<file path="config.mk">
export PLATFORM = sky130hd
export DESIGN_NAME = fetch_sequencer_flat
export DESIGN_NICKNAME = d
export VERILOG_FILES = /design/src/rtl/fetch_sequencer_if.sv /design/src/rtl/fetch_sequencer.sv /design/src/flat_wrapper.sv
export SDC_FILE = /design/constraint.sdc
export NUM_CORES = 1
export LEC_CHECK = 0
export CELL_PAD_IN_SITES_DETAIL_PLACEMENT = 2
export CELL_PAD_IN_SITES_GLOBAL_PLACEMENT = 2
export CORE_MARGIN = 3
export CORE_UTILIZATION = 31
export CTS_CLUSTER_DIAMETER = 100
export CTS_CLUSTER_SIZE = 10
export DETAILED_ROUTE_END_ITERATION = 10
export GPL_ROUTABILITY_DRIVEN = 0
export PLACE_DENSITY_LB_ADDON = 0.1
export REMOVE_ABC_BUFFERS = 1
export SLEW_MARGIN = 20
export SYNTH_ARGS = -nofsm -noshare
export SYNTH_HDL_FRONTEND = slang
export SYNTH_SLANG_ARGS = --single-unit
</file>
<file path="constraint.sdc">
create_clock -name clk -period 4.85 [get_ports clk]
set_clock_uncertainty 0.2 [all_clocks]
set_input_delay 0.485 -clock clk [delete_from_list [all_inputs] [get_ports clk]]
set_output_delay 0.485 -clock clk [all_outputs]
set_load 0.02 [all_outputs]
</file>
<file path="src/rtl/fetch_sequencer_if.sv">
// Byte memory port, redirect and decode handshake between fetch_sequencer and its neighbours.
interface fetch_sequencer_if #(
   parameter int unsigned ADDR_W = 16
);
   logic              mem_req;
   logic [ADDR_W-1:0] mem_addr;
   logic              mem_ack;
   logic [7:0]        mem_rdata;

   logic              redirect_valid;
   logic [ADDR_W-1:0] redirect_pc;

   logic              instr_valid;
   logic              instr_ready;
   logic [1:0]        instr_type;
   logic [7:0]        instr_opcode;
   logic [7:0]        instr_ext;
   logic [7:0]        instr_operand;
   logic [7:0]        instr_imm;
   logic [2:0]        instr_len;
   logic [ADDR_W-1:0] instr_pc;

   modport master (
      output mem_req, mem_addr,
      input  mem_ack, mem_rdata,
      input  redirect_valid, redirect_pc,
      output instr_valid, instr_type, instr_opcode, instr_ext,
      output instr_operand, instr_imm, instr_len, instr_pc,
      input  instr_ready
   );

   modport slave (
      input  mem_req, mem_addr,
      output mem_ack, mem_rdata,
      output redirect_valid, redirect_pc,
      input  instr_valid, instr_type, instr_opcode, instr_ext,
      input  instr_operand, instr_imm, instr_len, instr_pc,
      output instr_ready
   );
endinterface

</file>
<file path="src/rtl/fetch_sequencer.sv">
// Byte-serial variable-length instruction fetch for the smolproc front end.
// Classifies the opcode, gathers 2..4 bytes, then holds the instruction for decode.
module fetch_sequencer #(
   parameter int unsigned       ADDR_W   = 16,
   parameter logic [ADDR_W-1:0] RESET_PC = '0
) (
   input logic               clk,
   input logic               rst_n,
   fetch_sequencer_if.master bus
);
   // Type encoding: bit 1 = extension byte present, bit 0 = immediate byte present
   localparam logic [1:0] T_NORMAL     = 2'd0;
   localparam logic [1:0] T_NORMAL_IMM = 2'd1;
   localparam logic [1:0] T_EXT        = 2'd2;
   localparam logic [1:0] T_EXT_IMM    = 2'd3;

   typedef enum logic [2:0] {
      F_OP   = 3'd0,
      F_EXT  = 3'd1,
      F_OPND = 3'd2,
      F_IMM  = 3'd3,
      HOLD   = 3'd4
   } state_e;

   state_e            state_q, state_d;
   logic [ADDR_W-1:0] fetch_pc_q, fetch_pc_d;
   logic              mem_req_q, mem_req_d;
   logic              valid_q, valid_d;
   logic [1:0]        type_q, type_d;
   logic [7:0]        opcode_q, opcode_d;
   logic [7:0]        ext_q, ext_d;
   logic [7:0]        operand_q, operand_d;
   logic [7:0]        imm_q, imm_d;
   logic [2:0]        len_q, len_d;
   logic [ADDR_W-1:0] pc_q, pc_d;

   logic [3:0]        op_lo_c;
   logic [3:0]        op_idx_c;
   logic [1:0]        op_type_c;
   logic              take_c;

   // Opcode classifier on the raw memory byte
   always_comb begin
      op_lo_c  = bus.mem_rdata[3:0];
      op_idx_c = bus.mem_rdata[5:2];
      if (op_lo_c <= 4'd8) begin
         op_type_c = T_NORMAL;
      end else if (op_lo_c <= 4'hB) begin
         op_type_c = T_NORMAL_IMM;
      end else begin
         case (op_idx_c)
            4'h2, 4'h3, 4'h7, 4'hA, 4'hB, 4'hC, 4'hD, 4'hE: op_type_c = T_EXT_IMM;
            default:                                        op_type_c = T_EXT;
         endcase
      end
   end

   // Next state, byte capture and redirect handling
   always_comb begin
      state_d    = state_q;
      fetch_pc_d = fetch_pc_q;
      type_d     = type_q;
      opcode_d   = opcode_q;
      ext_d      = ext_q;
      operand_d  = operand_q;
      imm_d      = imm_q;
      len_d      = len_q;
      pc_d       = pc_q;
      take_c     = mem_req_q && bus.mem_ack;

      if (bus.redirect_valid) begin
         // Same-cycle ack and any partial bytes are abandoned
         state_d    = F_OP;
         fetch_pc_d = bus.redirect_pc;
      end else begin
         unique case (state_q)
            F_OP: begin
               if (take_c) begin
                  type_d    = op_type_c;
                  opcode_d  = bus.mem_rdata;
                  ext_d     = 8'h00;
                  operand_d = 8'h00;
                  imm_d     = 8'h00;
                  len_d     = 3'd2 + 3'(op_type_c[0]) + 3'(op_type_c[1]);
                  pc_d      = fetch_pc_q;
                  state_d   = op_type_c[1] ? F_EXT : F_OPND;
               end
            end
            F_EXT: begin
               if (take_c) begin
                  ext_d   = bus.mem_rdata;
                  state_d = F_OPND;
               end
            end
            F_OPND: begin
               if (take_c) begin
                  operand_d = bus.mem_rdata;
                  state_d   = type_q[0] ? F_IMM : HOLD;
               end
            end
            F_IMM: begin
               if (take_c) begin
                  imm_d   = bus.mem_rdata;
                  state_d = HOLD;
               end
            end
            HOLD: begin
               if (valid_q && bus.instr_ready) begin
                  state_d = F_OP;
               end
            end
            default: state_d = F_OP;
         endcase

         if (take_c) begin
            fetch_pc_d = fetch_pc_q + ADDR_W'(1);
         end
      end

      // No prefetch: memory is idle exactly while an instruction is held
      valid_d   = (state_d == HOLD);
      mem_req_d = (state_d != HOLD);
   end

   always_ff @(posedge clk or negedge rst_n) begin
      if (!rst_n) begin
         state_q    <= F_OP;
         fetch_pc_q <= RESET_PC;
         mem_req_q  <= 1'b0;
         valid_q    <= 1'b0;
         type_q     <= 2'd0;
         opcode_q   <= 8'h00;
         ext_q      <= 8'h00;
         operand_q  <= 8'h00;
         imm_q      <= 8'h00;
         len_q      <= 3'd0;
         pc_q       <= '0;
      end else begin
         state_q    <= state_d;
         fetch_pc_q <= fetch_pc_d;
         mem_req_q  <= mem_req_d;
         valid_q    <= valid_d;
         type_q     <= type_d;
         opcode_q   <= opcode_d;
         ext_q      <= ext_d;
         operand_q  <= operand_d;
         imm_q      <= imm_d;
         len_q      <= len_d;
         pc_q       <= pc_d;
      end
   end

   assign bus.mem_req       = mem_req_q;
   assign bus.mem_addr      = fetch_pc_q;
   assign bus.instr_valid   = valid_q;
   assign bus.instr_type    = type_q;
   assign bus.instr_opcode  = opcode_q;
   assign bus.instr_ext     = ext_q;
   assign bus.instr_operand = operand_q;
   assign bus.instr_imm     = imm_q;
   assign bus.instr_len     = len_q;
   assign bus.instr_pc      = pc_q;

endmodule
</file>
<file path="src/flat_wrapper.sv">
// flat-port wrapper written by rule: the top's interface ports become plain ports
module fetch_sequencer_flat 
#(
   parameter int unsigned       ADDR_W   = 16,
   parameter logic [ADDR_W-1:0] RESET_PC = '0
)
  (clk, rst_n, bus_mem_req, bus_mem_addr, bus_mem_ack, bus_mem_rdata, bus_redirect_valid, bus_redirect_pc, bus_instr_valid, bus_instr_type, bus_instr_opcode, bus_instr_ext, bus_instr_operand, bus_instr_imm, bus_instr_len, bus_instr_pc, bus_instr_ready);
  fetch_sequencer_if #(.ADDR_W(ADDR_W)) bus_i ();
  input logic clk;
  input logic rst_n;
  output wire logic [$bits(bus_i.mem_req)-1:0] bus_mem_req;
  output wire logic [$bits(bus_i.mem_addr)-1:0] bus_mem_addr;
  input wire logic [$bits(bus_i.mem_ack)-1:0] bus_mem_ack;
  input wire logic [$bits(bus_i.mem_rdata)-1:0] bus_mem_rdata;
  input wire logic [$bits(bus_i.redirect_valid)-1:0] bus_redirect_valid;
  input wire logic [$bits(bus_i.redirect_pc)-1:0] bus_redirect_pc;
  output wire logic [$bits(bus_i.instr_valid)-1:0] bus_instr_valid;
  output wire logic [$bits(bus_i.instr_type)-1:0] bus_instr_type;
  output wire logic [$bits(bus_i.instr_opcode)-1:0] bus_instr_opcode;
  output wire logic [$bits(bus_i.instr_ext)-1:0] bus_instr_ext;
  output wire logic [$bits(bus_i.instr_operand)-1:0] bus_instr_operand;
  output wire logic [$bits(bus_i.instr_imm)-1:0] bus_instr_imm;
  output wire logic [$bits(bus_i.instr_len)-1:0] bus_instr_len;
  output wire logic [$bits(bus_i.instr_pc)-1:0] bus_instr_pc;
  input wire logic [$bits(bus_i.instr_ready)-1:0] bus_instr_ready;
  assign bus_mem_req = bus_i.mem_req;
  assign bus_mem_addr = bus_i.mem_addr;
  assign bus_i.mem_ack = bus_mem_ack;
  assign bus_i.mem_rdata = bus_mem_rdata;
  assign bus_i.redirect_valid = bus_redirect_valid;
  assign bus_i.redirect_pc = bus_redirect_pc;
  assign bus_instr_valid = bus_i.instr_valid;
  assign bus_instr_type = bus_i.instr_type;
  assign bus_instr_opcode = bus_i.instr_opcode;
  assign bus_instr_ext = bus_i.instr_ext;
  assign bus_instr_operand = bus_i.instr_operand;
  assign bus_instr_imm = bus_i.instr_imm;
  assign bus_instr_len = bus_i.instr_len;
  assign bus_instr_pc = bus_i.instr_pc;
  assign bus_i.instr_ready = bus_instr_ready;
  fetch_sequencer #(.ADDR_W(ADDR_W), .RESET_PC(RESET_PC)) u_core (.clk(clk), .rst_n(rst_n), .bus(bus_i));
endmodule
</file>
==> flow_summary.json <==
{
  "num_rows": 36,
  "r2r_end": "u_core.bus.instr_opcode[2]$_DFFE_PN0P_",
  "cts.clk_slew.worst_paths_ns": 0.08,
  "synth_top_area_share_pct": 57.0,
  "antenna_cells": 0,
  "dp_hpwl_um": 6820,
  "relSlewSlack_pct": 30.6,
  "yosysSeqAreaShare_pct": 57.0,
  "ctsHoldBuffers": 0,
  "cap_violations": 0,
  "start_kind": "input port",
  "post-route-util_pct": 45.3,
  "syn2layout_area_growth_pct": 39.3,
  "finalMaxSlewViolations": 0,
  "grt_max_degree": 75,
  "synthCells": 297,
  "rsz0062_at_grt": "false",
  "maxClockFrequency_ghz": 0.341,
  "drc": 0,
  "cts-root-buf": "clkbuf_8",
  "worst_pin_slew_ns": 1.04,
  "leakage_nw": 1.83,
  "r2r_slack_ns": 2.13,
  "wl_per_cell_um": 18.4,
  "power.density_nw_per_um2": 406,
  "multi_input_area_um2": 1310,
  "cp-end-kind": "flip-flop",
  "syn_area_per_cell_um2": 10.9,
  "cts_sinks": 74,
  "yosys_warnings": 0,
  "min_period_ns": 2.93,
  "grt_pass1_vias": 2984,
  "gr-total-overflow": 0,
  "critPathKind": "input port to flip-flop",
  "clock_latency_ns": 0.34,
  "reg2reg_from": "u_core.state_q[2]$_DFF_PN0_",
  "worstPathArrival_ns": 2.96,
  "antenna_left": 0,
  "r2r_cells": 4,
  "cts_inserted_buffers": 9,
  "die_w_um": 108,
  "setup-tns-final_ns": 0,
  "die_area_um2": 11800,
  "clockBufferDepth": 2,
  "wl_um": 9710,
  "cts_resized": 0,
  "vdd_drop_max_uv": 174,
  "synth-async-reset-ratio_pct": 100,
  "core-area_um2": 10000,
  "ff_latch_area_um2": 1850,
  "status": "complete, no violations",
  "antenna_found_initial": 0,
  "cts_setup_buffers": 0,
  "nFillCells": 1106,
  "period_share_pct": 60.5,
  "critPathMaxFanout": 20,
  "cts_max_level": 3,
  "ys.flop_type": "dfrtp_1",
  "cts_tree": "built",
  "fp.dieH_um": 108,
  "final_net_count": 421,
  "final_layout_size_suffix_gt1_share_pct": 11.4,
  "hp-class": "input port to asynchronous set/reset pin",
  "track_usage_pct": 17.2,
  "synth_top_area_cell": "dfrtp_1",
  "setup-violations-final": 0,
  "yosysUniqueCellTypes": 37,
  "required_ns": 4.88,
  "grt_first_pass_wirelength_um": 15800,
  "routed_via_density": 4.97,
  "port-buffer-count": 99,
  "pin_count": 100,
  "hold_viol_final": 0,
  "syn_area_um2": 3250,
  "dr.pass1.iters": 3,
  "synthTopCellsByArea": "dfrtp_1, mux2_2, nand2_1, o21ai_0, a22o_1",
  "crit_path_start": "bus_mem_ack",
  "start_util_pct": 32.5,
  "drt_iter0_markers": 37,
  "synth_seq_cells": 74,
  "vias": 2618,
  "synth_edf_count": 0
}
[stage by stage]
step	worst slack (ns)	std cells	cell area [um^2]	hold slack, ns	power [mW]
finish	1.92	527	4530	0.0879	1.84
global route	1.85	527	4530	0.161	1.95
CTS	1.93	527	4530	0.132	1.87
detailed placement	1.57	512	4340	0.271	1.39
global placement	1.66	512	4340	0.262	1.37
floorplan	2.50	278	3170	-0.0106	1.07
[registers in the layout, indices dropped and copies added (netlist names), 2 cells and up]
register                  cells
u_core.bus.instr_ext          8
u_core.bus.instr_imm          8
u_core.bus.instr_len          3
u_core.bus.instr_opcode       8
u_core.bus.instr_operand      8
u_core.bus.instr_pc          16
u_core.bus.instr_type         2
u_core.bus.mem_addr          16
u_core.state_q                3
[layer usage]
metal	GRT usage, %	up-vias	routed length, um
met4	4.87	0	119
met3	3.46	9	406
met1	21.7	1319	4240
met2	29.9	63	4950
li1	-	1227	-
met5	0	-	0
[logic make-up after synthesis]
family | Yosys count | share of synthesized area [%]
DFF | 74 | 57.0
xor gates and xnor gates | 13 | 3.50
adders and majority gates | 2 | 0.770
AOI/OAI and AO/OA | 63 | 12.6
muxes | 26 | 8.97
and+or+nand+nor | 96 | 14.3
buffers and inverters | 23 | 2.89
[synth_stat cells (5+ instances only)]
cell type,n
o31a_1,5
xnor2_1,8
nand2_1,55
buf_2,6
nor3_1,7
a22o_1,8
o21ai_0,34
dfrtp_1,74
xor2_1,5
mux2_2,25
clkbuf_1,13
nand3_1,6
o2bb2ai_1,8
[area by class of cell]
class	count	area share, %
Timing Repair Buffer	101	22.2
Multi-Input combinational cell	200	28.8
Tap cell	133	3.68
Inverter	4	0.332
Sequential cell	74	40.9
Clock inverter	3	0.884
Clock buffer	12	3.21
[critical path, stage by stage]
cell and delay, ns:
clkdlybuf4s50_1 0.60, nand4bb_1 0.50, or3_1 0.72, buf_4 0.33, mux2_2 0.31
[layout by cell type (no fill, tap or decap), types with 2 or more instances in the layout]
cell / count
ha_1: 2
nor2_1: 4
nor2b_1: 2
nand2b_1: 3
nand3_1: 6
nor4_1: 4
xnor2_1: 8
clkdlybuf4s50_1: 98
inv_1: 4
nand4_1: 4
a22o_1: 8
buf_4: 3
clkbuf_8: 10
a21oi_1: 2
o31a_1: 5
nor3_1: 7
o21ai_0: 34
mux2_2: 25
dfrtp_1: 74
clkinv_2: 2
nand2_1: 55
o2bb2ai_1: 8
xor2_1: 5
or3_1: 3
clkbuf_1: 2
[how the worst max path moves through the flow]
stage,depth (start not counted),end
detailed placement,5,u_core.bus.instr_opcode[2]$_DFFE_PN0P_
finish,5,u_core.bus.instr_opcode[2]$_DFFE_PN0P_
global placement,5,u_core.bus.instr_opcode[2]$_DFFE_PN0P_
global route,5,u_core.bus.instr_opcode[0]$_DFFE_PN0P_
CTS,5,u_core.bus.instr_opcode[2]$_DFFE_PN0P_
floorplan,3,u_core.bus.instr_len[0]$_DFFE_PN0P_
[where the power goes]
| part | internal, mW | switching, mW |
|---|---|---|
| combinational | 0.281 | 0.281 |
| clock | 0.248 | 0.222 |
| sequential | 0.721 | 0.0876 |
Power figures use the tool's default switching activity.
